===== src/rtl/config_load_pkg.sv =====
// Shared types and defaults for the tile configuration-load controllers.
// Holds the sequencer state encoding, default geometry and a one-hot helper.
package config_load_pkg;

    localparam int DEF_NUM_WORDS = 21;
    localparam int DEF_WORD_W    = 32;
    localparam int DEF_IDX_W     = 5;

    typedef enum logic [2:0] {
        IDLE,
        WAIT,
        STROBE,
        HOLD,
        DONE,
        CHECK
    } cfg_state_e;

    // Slice enable for the default geometry; indices past the last slice give all-zero.
    function automatic logic [DEF_NUM_WORDS-1:0] onehot(input logic [DEF_IDX_W-1:0] idx);
        logic [DEF_NUM_WORDS-1:0] v;
        v = '0;
        if (int'(idx) < DEF_NUM_WORDS) begin
            v[idx] = 1'b1;
        end
        return v;
    endfunction

endpackage


===== src/rtl/config_onehot_dec.sv =====
// Index-to-one-hot decoder with a global enable, shared by the tile config controllers.
// Indices at or beyond NUM_OUT decode to all-zero so no stray slice can open.
module config_onehot_dec #(
    parameter int IDX_W   = 5,
    parameter int NUM_OUT = 21
) (
    input  logic               en_i,
    input  logic [IDX_W-1:0]   idx_i,
    output logic [NUM_OUT-1:0] onehot_o
);

    always_comb begin
        onehot_o = '0;
        for (int i = 0; i < NUM_OUT; i++) begin
            if (en_i && (idx_i == IDX_W'(i))) begin
                onehot_o[i] = 1'b1;
            end
        end
    end

endmodule


===== src/rtl/config_load_ctrl.sv =====
// Streams NUM_WORDS config words into the transparent-latch store: register, strobe, hold.
// Optional trailing XOR checksum word is enabled by defining CONFIG_LOAD_CHECKSUM_EN.
module config_load_ctrl
    import config_load_pkg::*;
#(
    parameter int NUM_WORDS = DEF_NUM_WORDS,
    parameter int WORD_W    = DEF_WORD_W,
    parameter int IDX_W     = DEF_IDX_W
) (
    input  logic                 clk,
    input  logic                 reset,
    input  logic                 io_start,
    input  logic                 io_abort,
    input  logic                 io_word_valid,
    input  logic [WORD_W-1:0]    io_word_in,
    output logic                 io_word_ready,
    output logic [WORD_W-1:0]    io_d_out,
    output logic [NUM_WORDS-1:0] io_configs_en,
    output logic                 io_busy,
    output logic                 io_done,
    output logic                 io_error
);

    localparam logic [IDX_W-1:0] LAST_IDX = IDX_W'(NUM_WORDS - 1);

    cfg_state_e             state_q;
    logic [IDX_W-1:0]       idx_q;
    logic [WORD_W-1:0]      d_out_q;
    logic [NUM_WORDS-1:0]   en_q;
    logic [NUM_WORDS-1:0]   en_d;
    logic                   ready_q;
    logic                   busy_q;
    logic                   done_q;
    logic                   in_seq;
    logic                   abort_act;
    logic                   accept_w;
`ifdef CONFIG_LOAD_CHECKSUM_EN
    logic [WORD_W-1:0]      xor_q;
    logic                   error_q;
`endif

`ifdef CONFIG_LOAD_CHECKSUM_EN
    assign in_seq = (state_q == WAIT) || (state_q == STROBE) ||
                    (state_q == HOLD) || (state_q == CHECK);
`else
    assign in_seq = (state_q == WAIT) || (state_q == STROBE) || (state_q == HOLD);
`endif

    assign abort_act = io_abort && in_seq;
    // Abort beats a same-cycle transfer, so the word is dropped and no pulse follows.
    assign accept_w  = (state_q == WAIT) && io_word_valid && !io_abort;

    config_onehot_dec #(
        .IDX_W   (IDX_W),
        .NUM_OUT (NUM_WORDS)
    ) u_dec (
        .en_i     (accept_w),
        .idx_i    (idx_q),
        .onehot_o (en_d)
    );

    always_ff @(posedge clk) begin
        if (!reset) begin
            state_q <= IDLE;
            idx_q   <= '0;
            d_out_q <= '0;
            en_q    <= '0;
            ready_q <= 1'b0;
            busy_q  <= 1'b0;
            done_q  <= 1'b0;
`ifdef CONFIG_LOAD_CHECKSUM_EN
            xor_q   <= '0;
            error_q <= 1'b0;
`endif
        end else if (abort_act) begin
            // Data is left alone: latches are already closed and written slices stay written.
            state_q <= IDLE;
            idx_q   <= '0;
            en_q    <= '0;
            ready_q <= 1'b0;
            busy_q  <= 1'b0;
            done_q  <= 1'b0;
        end else begin
            en_q <= en_d;
            case (state_q)
                IDLE, DONE: begin
                    if (io_start && io_abort) begin
                        state_q <= IDLE;
                        done_q  <= 1'b0;
                    end else if (io_start) begin
                        state_q <= WAIT;
                        idx_q   <= '0;
                        ready_q <= 1'b1;
                        busy_q  <= 1'b1;
                        done_q  <= 1'b0;
`ifdef CONFIG_LOAD_CHECKSUM_EN
                        xor_q   <= '0;
                        error_q <= 1'b0;
`endif
                    end
                end
                WAIT: begin
                    if (io_word_valid) begin
                        state_q <= STROBE;
                        d_out_q <= io_word_in;
                        ready_q <= 1'b0;
`ifdef CONFIG_LOAD_CHECKSUM_EN
                        xor_q   <= xor_q ^ io_word_in;
`endif
                    end
                end
                STROBE: begin
                    state_q <= HOLD;
                end
                HOLD: begin
                    if (idx_q == LAST_IDX) begin
`ifdef CONFIG_LOAD_CHECKSUM_EN
                        state_q <= CHECK;
                        ready_q <= 1'b1;
`else
                        state_q <= DONE;
                        busy_q  <= 1'b0;
                        done_q  <= 1'b1;
`endif
                    end else begin
                        state_q <= WAIT;
                        idx_q   <= idx_q + 1'b1;
                        ready_q <= 1'b1;
                    end
                end
`ifdef CONFIG_LOAD_CHECKSUM_EN
                CHECK: begin
                    if (io_word_valid) begin
                        state_q <= DONE;
                        ready_q <= 1'b0;
                        busy_q  <= 1'b0;
                        done_q  <= 1'b1;
                        error_q <= (io_word_in != xor_q);
                    end
                end
`endif
                default: begin
                    state_q <= IDLE;
                    idx_q   <= '0;
                    en_q    <= '0;
                    ready_q <= 1'b0;
                    busy_q  <= 1'b0;
                    done_q  <= 1'b0;
                end
            endcase
        end
    end

    assign io_word_ready = ready_q;
    assign io_d_out      = d_out_q;
    assign io_configs_en = en_q;
    assign io_busy       = busy_q;
    assign io_done       = done_q;
`ifdef CONFIG_LOAD_CHECKSUM_EN
    assign io_error      = error_q;
`else
    assign io_error      = 1'b0;
`endif

endmodule

===== config.mk =====
export PLATFORM = sky130hd
export DESIGN_NAME = config_load_ctrl
export DESIGN_NICKNAME = d
export VERILOG_FILES = /design/src/rtl/config_load_pkg.sv /design/src/rtl/config_onehot_dec.sv /design/src/rtl/config_load_ctrl.sv
export SDC_FILE = /design/constraint.sdc
export NUM_CORES = 1
export LEC_CHECK = 0
export CORE_MARGIN = 2
export CORE_UTILIZATION = 49
export CTS_CLUSTER_DIAMETER = 120
export DETAILED_ROUTE_END_ITERATION = 8
export PLACE_DENSITY = 0.85
export RECOVER_POWER = 25
export SLEW_MARGIN = 20
export SYNTH_ARGS = -nofsm -noshare
export SYNTH_HDL_FRONTEND = slang
export SYNTH_HIERARCHICAL = 1
export SYNTH_SLANG_ARGS = --single-unit

===== constraint.sdc =====
create_clock -name clk -period 5.91 [get_ports clk]
set_clock_uncertainty 0.05 [all_clocks]
set_input_delay 1.182 -clock clk [delete_from_list [all_inputs] [get_ports clk]]
set_output_delay 1.182 -clock clk [all_outputs]
set_load 0.005 [all_outputs]

After elaboration in Yosys (flattened, before gate mapping)
Index checks and enable logic that the tools add are counted.
- equal/unequal tests: 30
- $add $sub $neg: 1
- reduce and logical (&&, ||, !) cells: 41
- mux-type cells: 41
- bitwise gates (word level): 5
- operators by type and width (kind ; count):
    == test 5 x 4 -> 1 bit (second input constant) ; 8
    2-to-1 mux 1 bit ; 29
    == test 5 bit (second input constant) ; 5
    logical AND 1 bit ; 25
    == test 5 x 3 -> 1 bit (second input constant) ; 4
    2-to-1 mux 5 bit ; 3
    one-hot mux 5 bit (3 select lines) ; 1
    2-to-1 mux 3 bit ; 4
    one-hot mux 3 bit (4 select lines) ; 1
    == test 5 x 2 -> 1 bit (second input constant) ; 2
    != test 2 bit (second input constant) ; 4
    AND reduction 4 bit ; 2
    == test 3 x 2 -> 1 bit (second input constant) ; 2
    one-hot mux 1 bit (3 select lines) ; 2
    AND reduction 3 bit ; 2
    OR reduction 2 bit ; 3
    adder 5 x 1 -> 5 bit (second input constant) ; 1
    == test 5 x 1 -> 1 bit (second input constant) ; 1
    logical NOT 5 bit ; 1
    inverter 1 bit ; 5
    AND reduction 5 bit ; 1
    OR reduction 5 bit ; 1
    one-hot mux 1 bit (4 select lines) ; 1
    == test 3 x 1 -> 1 bit (second input constant) ; 1
    other kinds (8) ; 9
- logic and storage cells: 125
- input port bits: 37
- bits in registers: 64

Depth between registers and ports, before layout
Gate-level depths: netlist of the first run.
- depth after elaboration: 6
- gate-level depth with buffers: 8
- mapped depth without buffers: 6

By module
Netlist of the first run, hierarchy kept.
- by module, submodules not included (module ; area each (um^2) ; cells an instance ; times used):
    config_load_ctrl ; 2622.5 ; 269 ; 1
    config_onehot_dec ; 170.2 ; 32 ; 1

Worst setup path after synthesis of the first run
OpenSTA, ideal clock, no wires.
- kind: input to register
- start point: input port io_abort
- end point: register en_q[0], in the netlist io_configs_en[0]
- cell stages on the path: 7
- required time: 5801 ps
- slack: 3229 ps
- arrival: 2572 ps
- cell sequence: or3_1 buf_2 clkinv_4 buf_12 or4b_4 nor2_1 and2_1
- word-level cells in the longest chain between the ends: 4
- elaborated cells between the ends (all ways): 6
- those cells by class: 1 x mux; 5 x reduce/logical
- RTL lines (what ; RTL line ; text):
    from (decl) ; config_load_ctrl.sv:13 ; input logic io_abort,
    logical NOT 1 bit ; config_load_ctrl.sv:51 ; assign accept_w = (state_q == WAIT) && io_word_valid && !io_abort;
    logical AND 1 bit ; config_load_ctrl.sv:51 ;
    net accept_w ; config_load_ctrl.sv:36 ; logic accept_w;
    logical AND 1 bit ; config_onehot_dec.sv:15 ; if (en_i && (idx_i == IDX_W'(i))) begin
    2-to-1 mux 1 bit ; config_onehot_dec.sv:15 ;
    net en_d[0] ; config_load_ctrl.sv:30 ; logic [NUM_WORDS-1:0] en_d;
    to (signal assigned) ; config_load_ctrl.sv:84 ; en_q <= en_d;
    to (decl) ; config_load_ctrl.sv:29 ; logic [NUM_WORDS-1:0] en_q;
The timed path passes the listed nets, and every way through them passes these cells.
A chain may end at the register's enable or synchronous reset.

Worst setup path in the final report of the first run
- start point: input port io_word_valid
- end point: register en_q[1], in the netlist io_configs_en[1]
- word-level cells in the longest chain between the ends: 4
- RTL lines (what ; RTL line ; text):
    from (decl) ; config_load_ctrl.sv:14 ; input logic io_word_valid,
    logical AND 1 bit (2 in a row) ; config_load_ctrl.sv:51 ;
    logical AND 1 bit ; config_onehot_dec.sv:15 ;
    2-to-1 mux 1 bit ; config_onehot_dec.sv:15 ;
    net en_d[1] ; config_load_ctrl.sv:30 ;
The timed path passes the listed nets, and every way through them passes these cells.

==> parameters.txt, run 1 <==
Parameter                              Value

Drt
  Vias per Instance ... 5.045
  Number of DRC markers in iteration 0 ... 97
  Post-route DRC ... 0
  Detailed-route wire length ... 6293 um
  Number of antenna-violating nets in the routed design ... 0
  Avg WL per Cell ... 13.62 um
  Count of TritonRoute iterations in the first routing pass ... 4
  Number of vias after detailed routing ... 2331

Clock network
  Root Buffer Master ... clkbuf_8
  Resized cells post-CTS ... 0
  Hold Buf Count CTS ... 0
  Setup repair bufs after CTS ... 0
  Number of CTS-inserted buffers ... 9
  Clk slew on worst S/H paths ... 60 ps
  Clk sink count ... 64
  H-tree depth ... 3
  Clock network latency to the later pin of the worst-skew pair ... 340 ps
  Clock tree from TritonCTS ... done
  CTS Buffer Depth ... 2

Setup path
  Endpoint class of the critical path ... flip-flop
  Worst setup path end ... io_configs_en[1]
  Largest stage delay on the critical path ... 720 ps
  CP Data Arrival Time ... 3710 ps
  Sort of element at the start of the critical path ... primary input
  Critical path, cell by cell ... clkdlybuf4s50_1 -> nand2b_1 -> or3_2 -> clkinv_4 -> or4b_4 -> nor2_1 -> and2_1
  Kind of critical path ... in -> reg
  Worst EP required ... 6140 ps
  Beginning of the worst register-to-register path ... state_q[0]
  End of the worst register-to-register path ... io_configs_en[1]
  Maximum fanout count along the critical path ... 38
  Internal reg-to-reg setup slack ... 3070 ps
  Number of cells on the worst reg-to-reg path ... 6
  Slowest cell on the critical path ... or3_2
  Worst setup path start ... io_word_valid

Synthesis
  Count of flip-flops with a built-in enable after synthesis ... 0
  Post-synth ARST share ... 0
  Part of the Yosys area used for sequential elements ... 0.4588
  Portion of synthesized cell area occupied by the leading cell type ... 0.4588
  Number of warnings reported in the yosys synthesis log ... 6
  Syn_nets ... 340
  Area contributors post-synth ... dfxtp_1 (46%), a21boi_2 (12%), nand2_2 (6.5%), nand2_1 (5.8%), and2_1 (4.7%)
  Top cell type by total area after synthesis ... dfxtp_1
  Number of standard cells after synthesis ... 301
  Seq cells post-synth ... 64
  Synth Area per Inst ... 9.278 um2
  Number of distinct library cell variants in the gate-level netlist after synthesis ... 44
  Netlist area before placement ... 2793 um2
  Predominant post-synthesis flop cell ... dfxtp_1

STA
  Fraction of the cycle the final worst path needs ... 0.5895
  Setup slack of the critical path after layout ... 2426 ps
  Final critical-path required period ... 3484 ps
  Summed negative setup slack over all endpoints ... 0 ps
  Slew at the pin closest to its max-slew limit ... 785.4 ps
  Setup-violating endpoint count in the final report ... 0
  Fmax ... 287.1 MHz
  Final hold violation count ... 0
  Max-slew violations ... 0
  Max_slew headroom ... 0.4729
  RSZ-0062 raised after global routing ... no

Cells and area
  Final net count ... 425
  Cell Count, Final, Fillers Out ... 462
  Commonest cells after routing, fill and taps aside ... dfxtp_1 (64), clkdlybuf4s50_1 (62), nand2_1 (43)
  Proportion of layout cells with a drive suffix above 1 ... 0.2000
  Core Util, Final ... 0.7021
  Most frequent standard cell in the layout excluding fill and tap cells ... dfxtp_1
  Number of inserted diodes ... 0
  Synth-to-Final Area Change ... 38.44%

Place
  Number of placed instances, taps included ... 447
  IO buf count ... 92
  Placed wire-length estimate ... 4419 um
  Final weighted congestion in routability-driven placement ... 0.8661
  Minimum setup slack after placement ... 1882 ps

Die
  Std-Cell Rows ... 27
  Die height ... 79.50 um
  DIE AREA ... 6319 um2
  Initial cell density of the core ... 0.5072
  Horizontal die dimension ... 79.50 um
  Placeable core region ... 5507 um2
  I/O pins ... 94

Global route
  Vias in the first global route ... 2201
  Grt ovf ... 0
  Maximum number of pins on one net before global-route repair ... 39
  Overall global routing resource usage ... 0.2123
  Wire length of the first global-routing pass ... 10490 um
  Antenna violations before repair ... 0

Hold path
  Worst min path class ... reg -> reg

Power
  Power spent charging and discharging nets ... 0.0002043 W
  IR Drop Worst-Case VDD ... 0.2485 mV
  Combinational group share of total power ... 0.100
  Sw Share ... 0.2277
  Internal power contribution ... 0.0006929 W
  Power density normalized to cell area ... 232.0 nW/um2
  Static leakage ... 1.429 nW
  Sequential Power Share ... 0.499
  Clk pwr share ... 0.401

Flow run
  Max cap viols ... 0

Outcome
  Outcome ... finished clean
[area by class of cell]
class | count | area (um2)
repair buffers | 93 | 928.4
flip-flops and latches | 64 | 1281
inverters | 5 | 23.77
clock buffers | 11 | 141.4
multi-input cells | 213 | 1356
well taps | 72 | 90.09
clock inverters | 4 | 45.04
fillers | 417 | 1640
[power groups by stage]
stage | sequential, W | combinational [W] | clock (W)
after floorplan | 0.000454 | 0.0000483 | 0
after global routing | 0.000448 | 0.0000976 | 0.000383
after CTS | 0.000447 | 0.0000908 | 0.000361
after global placement | 0.000457 | 0.0000885 | 0
after detailed placement | 0.000457 | 0.0000902 | 0
final | 0.000448 | 0.0000900 | 0.000360
[through the flow]
stage	power [W]	hold slack, ps	area (um2)
2_1_floorplan	0.0005025	409.9	2793
5_1_grt	0.0009292	429.9	3866
6_report	0.0008971	413.4	3866
3_5_place_dp	0.0005472	409.5	3675
4_1_cts	0.0008994	417.9	3861
3_3_place_gp	0.0005453	402.0	3675
[routing by layer]
metal | up-vias | share of wire | GRT usage
met1 | 1081 | 0.44 | 0.2660
met3 | 13 | 0.058 | 0.04186
met5 | - | 0 | 0
met4 | 0 | 0.027 | 0.1103
li1 | 1161 | - | -
met2 | 76 | 0.47 | 0.3445
[kinds of logic after synthesis]
family / Yosys count / synth area share
flip-flops: 64 / 0.4588
buffers and inverters: 24 / 0.05735
AND/OR/NAND/NOR: 152 / 0.2872
other: 1 / 0.001343
AO/OA/AOI/OAI: 57 / 0.1828
adder cells (fa/ha/maj): 2 / 0.008959
multiplexers: 1 / 0.003584
[worst min-delay path by stage]
| stage | start | to | slack [ps] | cells after the start |
|---|---|---|---|---|
| 2_1_floorplan | io_d_out[0] | io_d_out[0] | 410 | 2 |
| 5_1_grt | io_d_out[4] | io_d_out[4] | 430 | 2 |
| 3_3_place_gp | io_d_out[0] | io_d_out[0] | 400 | 2 |
| 4_1_cts | io_d_out[25] | io_d_out[25] | 420 | 2 |
| 6_report | io_d_out[7] | io_d_out[7] | 410 | 2 |
| 3_5_place_dp | io_d_out[25] | io_d_out[25] | 410 | 2 |
[critical path, delay by kind of cell]
kind                   cells  cell delay (ps)
and+or+nand+nor            5             1560
buffers and inverters      2              940
[synth_stat cells, types with 2 or more instances]
master / n
a21boi_0: 3
a21boi_2: 29
a21oi_1: 9
and2_1: 21
buf_12: 3
buf_2: 8
clkbuf_1: 5
clkbuf_2: 2
dfxtp_1: 64
ha_1: 2
inv_1: 4
nand2_1: 43
nand2_2: 29
nand2b_1: 6
nand3_1: 3
nand3b_1: 2
nand4b_1: 3
nand4bb_1: 3
nor2_1: 30
nor3_1: 3
o21ai_0: 4
o311a_1: 2
or2_1: 2
[state kept, by name, indices dropped and copies added, names as in the netlist]
signal / cells
io_d_out: 32
io_configs_en: 21
idx_q: 5
state_q: 3
io_busy: 1
io_done: 1
io_word_ready: 1
(Power assumes the default switching activity.)
==> run 2, diff against run 1 <==
Settings changed: CORE_UTILIZATION 49 to 41, PLACE_DENSITY 0.85 to 0.76.
Clock period 5.91 ns to 2.84 ns, I/O delays scaled along.
==> run 2 against run 1 <==
Die area grew 18%; clock power grew to 2.7 times the previous value; non-clock buffer count grew 3; first-iteration DRC count shrank 14%; core utilization shrank 11 points; global-route usage shrank 4.4 points; register-to-register slack lost 2300 ps; critical path type unchanged; setup slack lost 1700 ps; largest cell class unchanged; final cell count grew 2.6%.
==> parameters.txt, run 2 (synthesized netlist as in run 1, its figures left out) <==
Parameter                              Value

STA
  Summed negative setup slack over all endpoints ... 0 ps (unchanged)
  Max-slew violations ... 0 (unchanged)
  Setup-violating endpoint count in the final report ... 0 (unchanged)
  Final critical-path required period ... 2094 ps
  Fraction of the cycle the final worst path needs ... 0.7373
  Setup slack of the critical path after layout ... 746.2 ps (-1680 ps)
  Max_slew headroom ... 0.3040 (-0.1688)
  RSZ-0062 raised after global routing ... no
  Fmax ... 477.6 MHz
  Final hold violation count ... 0 (unchanged)
  Worst hold margin ... 412.4 ps (-0.9850 ps)
  Slew at the pin closest to its max-slew limit ... 1044 ps (+258.5 ps)

Setup path
  Endpoint class of the critical path ... flip-flop
  Critical path, cell by cell ... clkdlybuf4s50_1 -> nand2b_1 -> or3_1 -> clkinv_4 -> buf_4 -> nand2_2 -> a21boi_2
  CP Data Arrival Time ... 2310 ps (-1400 ps)
  Largest stage delay on the critical path ... 520 ps (-200 ps)
  Worst EP required ... 3050 ps (-3090 ps)
  Maximum fanout count along the critical path ... 32 (-16%)
  Buffering stage count on the worst path with inverters included ... 3 (+1)
  Sort of element at the start of the critical path ... primary input
  Kind of cell adding the most delay to the critical path ... buffers and inverters
  Kind of critical path ... in -> reg
  Slowest cell on the critical path ... clkdlybuf4s50_1

Clock network
  Clk slew on worst S/H paths ... 70 ps (about the same)
  Root Buffer Master ... clkbuf_8
  Clk sink count ... 64 (unchanged)
  Setup repair bufs after CTS ... 0 (unchanged)
  CTS Buffer Depth ... 2 (unchanged)
  Number of CTS-inserted buffers ... 9 (unchanged)
  Clock network latency to the later pin of the worst-skew pair ... 330 ps (about the same)
  Resized cells post-CTS ... 0 (unchanged)
  Clock tree from TritonCTS ... done
  Hold Buf Count CTS ... 0 (unchanged)
  H-tree depth ... 3 (unchanged)

Global route
  Antenna violations before repair ... 0 (unchanged)
  Maximum number of pins on one net before global-route repair ... 33 (-15%)
  Wire length of the first global-routing pass ... 9804 um (-6.5%)
  Vias in the first global route ... 2077 (-5.6%)
  Overall global routing resource usage ... 0.1684 (-0.04383)
  Grt ovf ... 0 (unchanged)

Power
  Static leakage ... 1.447 nW (+1.3%)
  Power density normalized to cell area ... 527.6 nW/um2 (+130%)
  Post-route total power ... 0.002088 W (+130%)
  IR Drop Worst-Case VDD ... 0.3054 mV (+23%)

Cells and area
  Area used by multi-input combinational logic ... 1351 um2 (-0.37%)
  Core Util, Final ... 0.5923 (-0.1098)
  Commonest cells after routing, fill and taps aside ... clkdlybuf4s50_1 (67), dfxtp_1 (64), nand2_1 (43)
  Synth-to-Final Area Change ... 41.71%
  Sequential cell area ... 1281 um2 (unchanged)
  Proportion of layout cells with a drive suffix above 1 ... 0.2030 (+0.003046)
  Max FFs per register ... 32 (unchanged)
  Most frequent standard cell in the layout excluding fill and tap cells ... clkdlybuf4s50_1
  Number of inserted diodes ... 0 (unchanged)
  Final net count ... 428 (+0.71%)
  Fill cells ... 579 (+39%)

Place
  Minimum setup slack after placement ... 390.9 ps (-1491 ps)
  IO buf count ... 92 (unchanged)
  Final weighted congestion in routability-driven placement ... 0.8845 (+2.1%)
  Placed wire-length estimate ... 4278 um (-3.2%)

Die
  I/O pins ... 94 (unchanged)
  Initial cell density of the core ... 0.4180 (-0.08918)
  Placeable core region ... 6681 um2 (+21%)
  Std-Cell Rows ... 30 (+11%)
  Horizontal die dimension ... 86.53 um (+8.8%)
  DIE AREA ... 7487 um2 (+18%)
  Die height ... 86.53 um (+8.8%)

Drt
  Number of DRC markers in iteration 0 ... 83 (-14%)
  Post-route DRC ... 0 (unchanged)
  Number of antenna-violating nets in the routed design ... 0 (unchanged)
  Count of TritonRoute iterations in the first routing pass ... 4 (unchanged)
  Vias per Instance ... 4.907 (-2.7%)
  Number of vias after detailed routing ... 2326 (-0.21%)
  Avg WL per Cell ... 13.15 um (-3.4%)
  Detailed-route wire length ... 6234 um (-0.94%)

Flow run
  Max cap viols ... 0 (unchanged)

Hold path
  Worst min path class ... reg -> reg

Outcome
  Outcome ... finished clean
-- run 2: cell count changes in the layout (fill, tap and decap cells not counted), moves of 2 or more --
cell / previous run / this run
buf_4: 1 / 3
clkinv_2: 3 / 1
clkdlybuf4s50_1: 62 / 67
dlygate4sd3_1: 30 / 25
bufinv_16: 1 / 3
-- run 2: worst reg2reg max path: stages, from the launching register on --
cell and delay [ps]:
dfxtp_1 550, nand2b_1 140, or3_1 430, clkinv_4 100, buf_4 440, nand2_2 120
a21boi_2 130
-- run 2: layout make-up --
cell class / count / share of cell area
Clock buffer: 11 / 0.03825
Tap cell: 80 / 0.02529
Sequential cell: 64 / 0.3237
Multi-Input combinational cell: 213 / 0.3414
Inverter: 5 / 0.006007
Clock inverter: 5 / 0.02592
Timing Repair Buffer: 96 / 0.2393
-- run 2: where the power goes --
| group | switching (W) | internal (W) |
|---|---|---|
| sequential | 0.0000152 | 0.000915 |
| combinational | 0.0000794 | 0.000108 |
| clock | 0.000341 | 0.000629 |
| total | 0.000436 | 0.00165 |
-- run 2: stage by stage --
stage               instances  area, um2
finish                    474       3958
global route              474       3958
CTS                       474       3961
detailed placement        458       3707
global placement          458       3707
floorplan                 301       2793
-- run 2: layer usage --
| metal | track usage | part of all wire | up-vias |
|---|---|---|---|
| met3 | 0.04381 | 0.049 | 7 |
| met5 | 0 | 0 | - |
| met4 | 0.08097 | 0.013 | 0 |
| met2 | 0.2615 | 0.48 | 64 |
| met1 | 0.2181 | 0.46 | 1079 |
| li1 | - | - | 1176 |
-- run 2: path summary, 6_finish.rpt --
path                       from           to  slack (ps)  depth (start not counted)
hold / removal      io_d_out[3]  io_d_out[3]         410                          2
setup / recovery  io_word_valid  io_d_out[9]         750                          7
setup reg to reg     state_q[0]  io_d_out[9]         810                          6
hold reg to reg     io_d_out[3]  io_d_out[3]         410                          2
==> run 3, diff against run 2 <==
Clock period 2.84 ns to 1.9 ns, I/O delays scaled along.
==> run 3 against run 2 <==
Critical path depth unchanged; sequential power increased by 48%; via count up 0.21%; routed wire length is 0.45% lower; register-to-register slack lost 710 ps; sequential cell count stayed put; clock power grew 45%; largest power group unchanged; non-clock buffer count increased by 11; setup slack worse by 650 ps.
==> parameters.txt, run 3 (synthesized netlist as in run 1, its figures left out) <==
Parameter                              Value

Outcome
  Outcome ... finished clean

Setup path
  Slowest cell on the critical path ... clkdlybuf4s50_1
  Kind of cell adding the most delay to the critical path ... buffers and inverters
  Largest stage delay on the critical path ... 480 ps (-40 ps)
  CP Data Arrival Time ... 1980 ps (-330 ps)
  Maximum fanout count along the critical path ... 10 (-69%)
  Critical path, cell by cell ... clkdlybuf4s50_1 -> buf_4 -> nand2b_1 -> o21ai_0 -> clkbuf_1 -> inv_1 -> o311a_1
  Kind of critical path ... in -> reg
  Worst setup path end ... state_q[0]
  Beginning of the worst register-to-register path ... state_q[0]
  Critical Path Stages ... 7 (unchanged)
  End of the worst register-to-register path ... io_configs_en[2]
  Worst setup path start ... io_abort
  Internal reg-to-reg setup slack ... 100 ps (-710 ps)
  Endpoint class of the critical path ... flip-flop
  Buffering stage count on the worst path with inverters included ... 4 (+1)
  Sort of element at the start of the critical path ... primary input
  Number of cells on the worst reg-to-reg path ... 6 (unchanged)
  Worst EP required ... 2070 ps (-980 ps)

Cells and area
  Number of inserted diodes ... 0 (unchanged)
  Max FFs per register ... 32 (unchanged)
  Most frequent standard cell in the layout excluding fill and tap cells ... clkdlybuf4s50_1
  Synth-to-Final Area Change ... 44.49%
  Core Util, Final ... 0.6039 (+0.01161)
  Final net count ... 439 (+2.6%)
  Commonest cells after routing, fill and taps aside ... clkdlybuf4s50_1 (77), dfxtp_1 (64), nand2_1 (43)
  Proportion of layout cells with a drive suffix above 1 ... 0.2222 (+0.01918)
  Post-Layout Inst Area ... 4035 um2 (+2.0%)

STA
  Slew at the pin closest to its max-slew limit ... 677.3 ps (-366.6 ps)
  Setup-violating endpoint count in the final report ... 0 (unchanged)
  Worst hold margin ... 412.8 ps (+0.3620 ps)
  Setup slack of the critical path after layout ... 95.14 ps (-651.0 ps)
  Fraction of the cycle the final worst path needs ... 0.9499
  Max-slew violations ... 0 (unchanged)
  Fmax ... 554.1 MHz
  Final hold violation count ... 0 (unchanged)
  Summed negative setup slack over all endpoints ... 0 ps (unchanged)
  RSZ-0062 raised after global routing ... no
  Final critical-path required period ... 1805 ps
  Max_slew headroom ... 0.5485 (+0.2444)

Place
  IO buf count ... 92 (unchanged)
  Post-place instance area ... 3797 um2 (+2.4%)
  Final weighted congestion in routability-driven placement ... 0.8651 (-2.2%)
  Placed wire-length estimate ... 4415 um (+3.2%)
  Minimum setup slack after placement ... -385.6 ps (-776.5 ps)

Die
  Placeable core region ... 6681 um2 (unchanged)
  Die height ... 86.53 um (unchanged)
  Std-Cell Rows ... 30 (unchanged)
  I/O pins ... 94 (unchanged)
  Initial cell density of the core ... 0.4180 (unchanged)
  Horizontal die dimension ... 86.53 um (unchanged)
  DIE AREA ... 7487 um2 (unchanged)

Clock network
  Setup repair bufs after CTS ... 0 (unchanged)
  H-tree depth ... 3 (unchanged)
  Number of CTS-inserted buffers ... 9 (unchanged)
  CTS Buffer Depth ... 2 (unchanged)
  Clock tree from TritonCTS ... done
  Clock network latency to the later pin of the worst-skew pair ... 330 ps (about the same)
  Hold Buf Count CTS ... 0 (unchanged)
  Clk sink count ... 64 (unchanged)
  Clk slew on worst S/H paths ... 70 ps (about the same)
  Root Buffer Master ... clkbuf_8

Hold path
  Worst min path class ... reg -> reg

Power
  Sw Share ... 0.2209 (+0.01217)
  IR Drop Worst-Case VDD ... 0.4018 mV (+32%)
  Power density normalized to cell area ... 767.4 nW/um2 (+45%)
  Clk pwr share ... 0.455 (-0.010)
  Internal power contribution ... 0.002413 W (+46%)
  Sequential Power Share ... 0.446 (about the same)
  Power spent charging and discharging nets ... 0.0006841 W (+57%)
  Static leakage ... 1.471 nW (+1.6%)
  Combinational group share of total power ... 0.099 (+0.009)

Drt
  Count of TritonRoute iterations in the first routing pass ... 4 (unchanged)
  Number of vias after detailed routing ... 2331 (+0.21%)
  Post-route DRC ... 0 (unchanged)
  Number of antenna-violating nets in the routed design ... 0 (unchanged)
  Vias per Instance ... 4.806 (-2.1%)
  Avg WL per Cell ... 12.80 um (-2.7%)
  Detailed-route wire length ... 6206 um (-0.45%)
  Number of DRC markers in iteration 0 ... 113 (+36%)

Global route
  Antenna violations before repair ... 0 (unchanged)
  Overall global routing resource usage ... 0.1739 (+0.005481)
  Maximum number of pins on one net before global-route repair ... 33 (unchanged)
  Grt ovf ... 0 (unchanged)
  Vias in the first global route ... 2283 (+9.9%)
  Wire length of the first global-routing pass ... 10340 um (+5.5%)

Flow run
  Max cap viols ... 0 (unchanged)
[run 3: cell count changes in the layout (fill, tap and decap cells not counted), moves of 2 or more]
| cell | delta |
|---|---|
| a21boi_0 | +7 |
| a21boi_2 | -7 |
| buf_4 | +10 |
| clkbuf_8 | -2 |
| clkdlybuf4s50_1 | +10 |
| dlygate4sd3_1 | -11 |
| nor2_1 | -2 |
| nor2_2 | +2 |
[run 3: what timing repair did]
item	4_1_cts	5_1_grt
gates resized for setup	1	6
endpoints found under the setup margin	21	4
pin swaps	0	2
[run 3: routing by layer]
metal	track usage	share of wire
met5	0	0
met4	0.08097	0.020
met3	0.03714	0.052
met2	0.2860	0.47
met1	0.2175	0.45
[run 3: power groups by stage]
stage                     logic [W]  clock network [W]  registers (W)
final                      0.000305            0.00141        0.00138
after global routing       0.000333            0.00150        0.00138
after CTS                  0.000312            0.00144        0.00138
after detailed placement   0.000308                  0        0.00141
after global placement     0.000306                  0        0.00141
after floorplan            0.000152                  0        0.00141
[run 3: how the worst min path moves through the flow]
| stage | from | slack [ps] | to | cells past startpoint |
|---|---|---|---|---|
| 3_5_place_dp | io_d_out[11] | 410 | io_d_out[11] | 2 |
| 4_1_cts | io_d_out[11] | 420 | io_d_out[11] | 2 |
| 2_1_floorplan | io_d_out[0] | 410 | io_d_out[0] | 2 |
| 3_3_place_gp | io_d_out[31] | 400 | io_d_out[31] | 2 |
| 6_report | io_d_out[7] | 410 | io_d_out[7] | 2 |
| 5_1_grt | io_d_out[7] | 430 | io_d_out[7] | 2 |
[run 3: final cells by class]
class / instances / area [um2]
multi-input cells: 213 / 1349
repair buffers: 107 / 1030
flip-flops and latches: 64 / 1281
inverters: 5 / 31.28
well taps: 80 / 100.1
clock buffers: 9 / 123.9
clock inverters: 7 / 120.1
fillers: 581 / 2646
[run 3: worst register-to-register path, delay by kind of cell (launching register included)]
family	cells	cell delay [ps]
buf+inv	1	60
flops	1	410
simple gates	5	1210
[run 3: through the flow]
step,instances,total power (W)
after CTS,485,0.003134
after floorplan,301,0.001565
after detailed placement,469,0.001720
after global routing,485,0.003218
final,485,0.003097
after global placement,469,0.001717
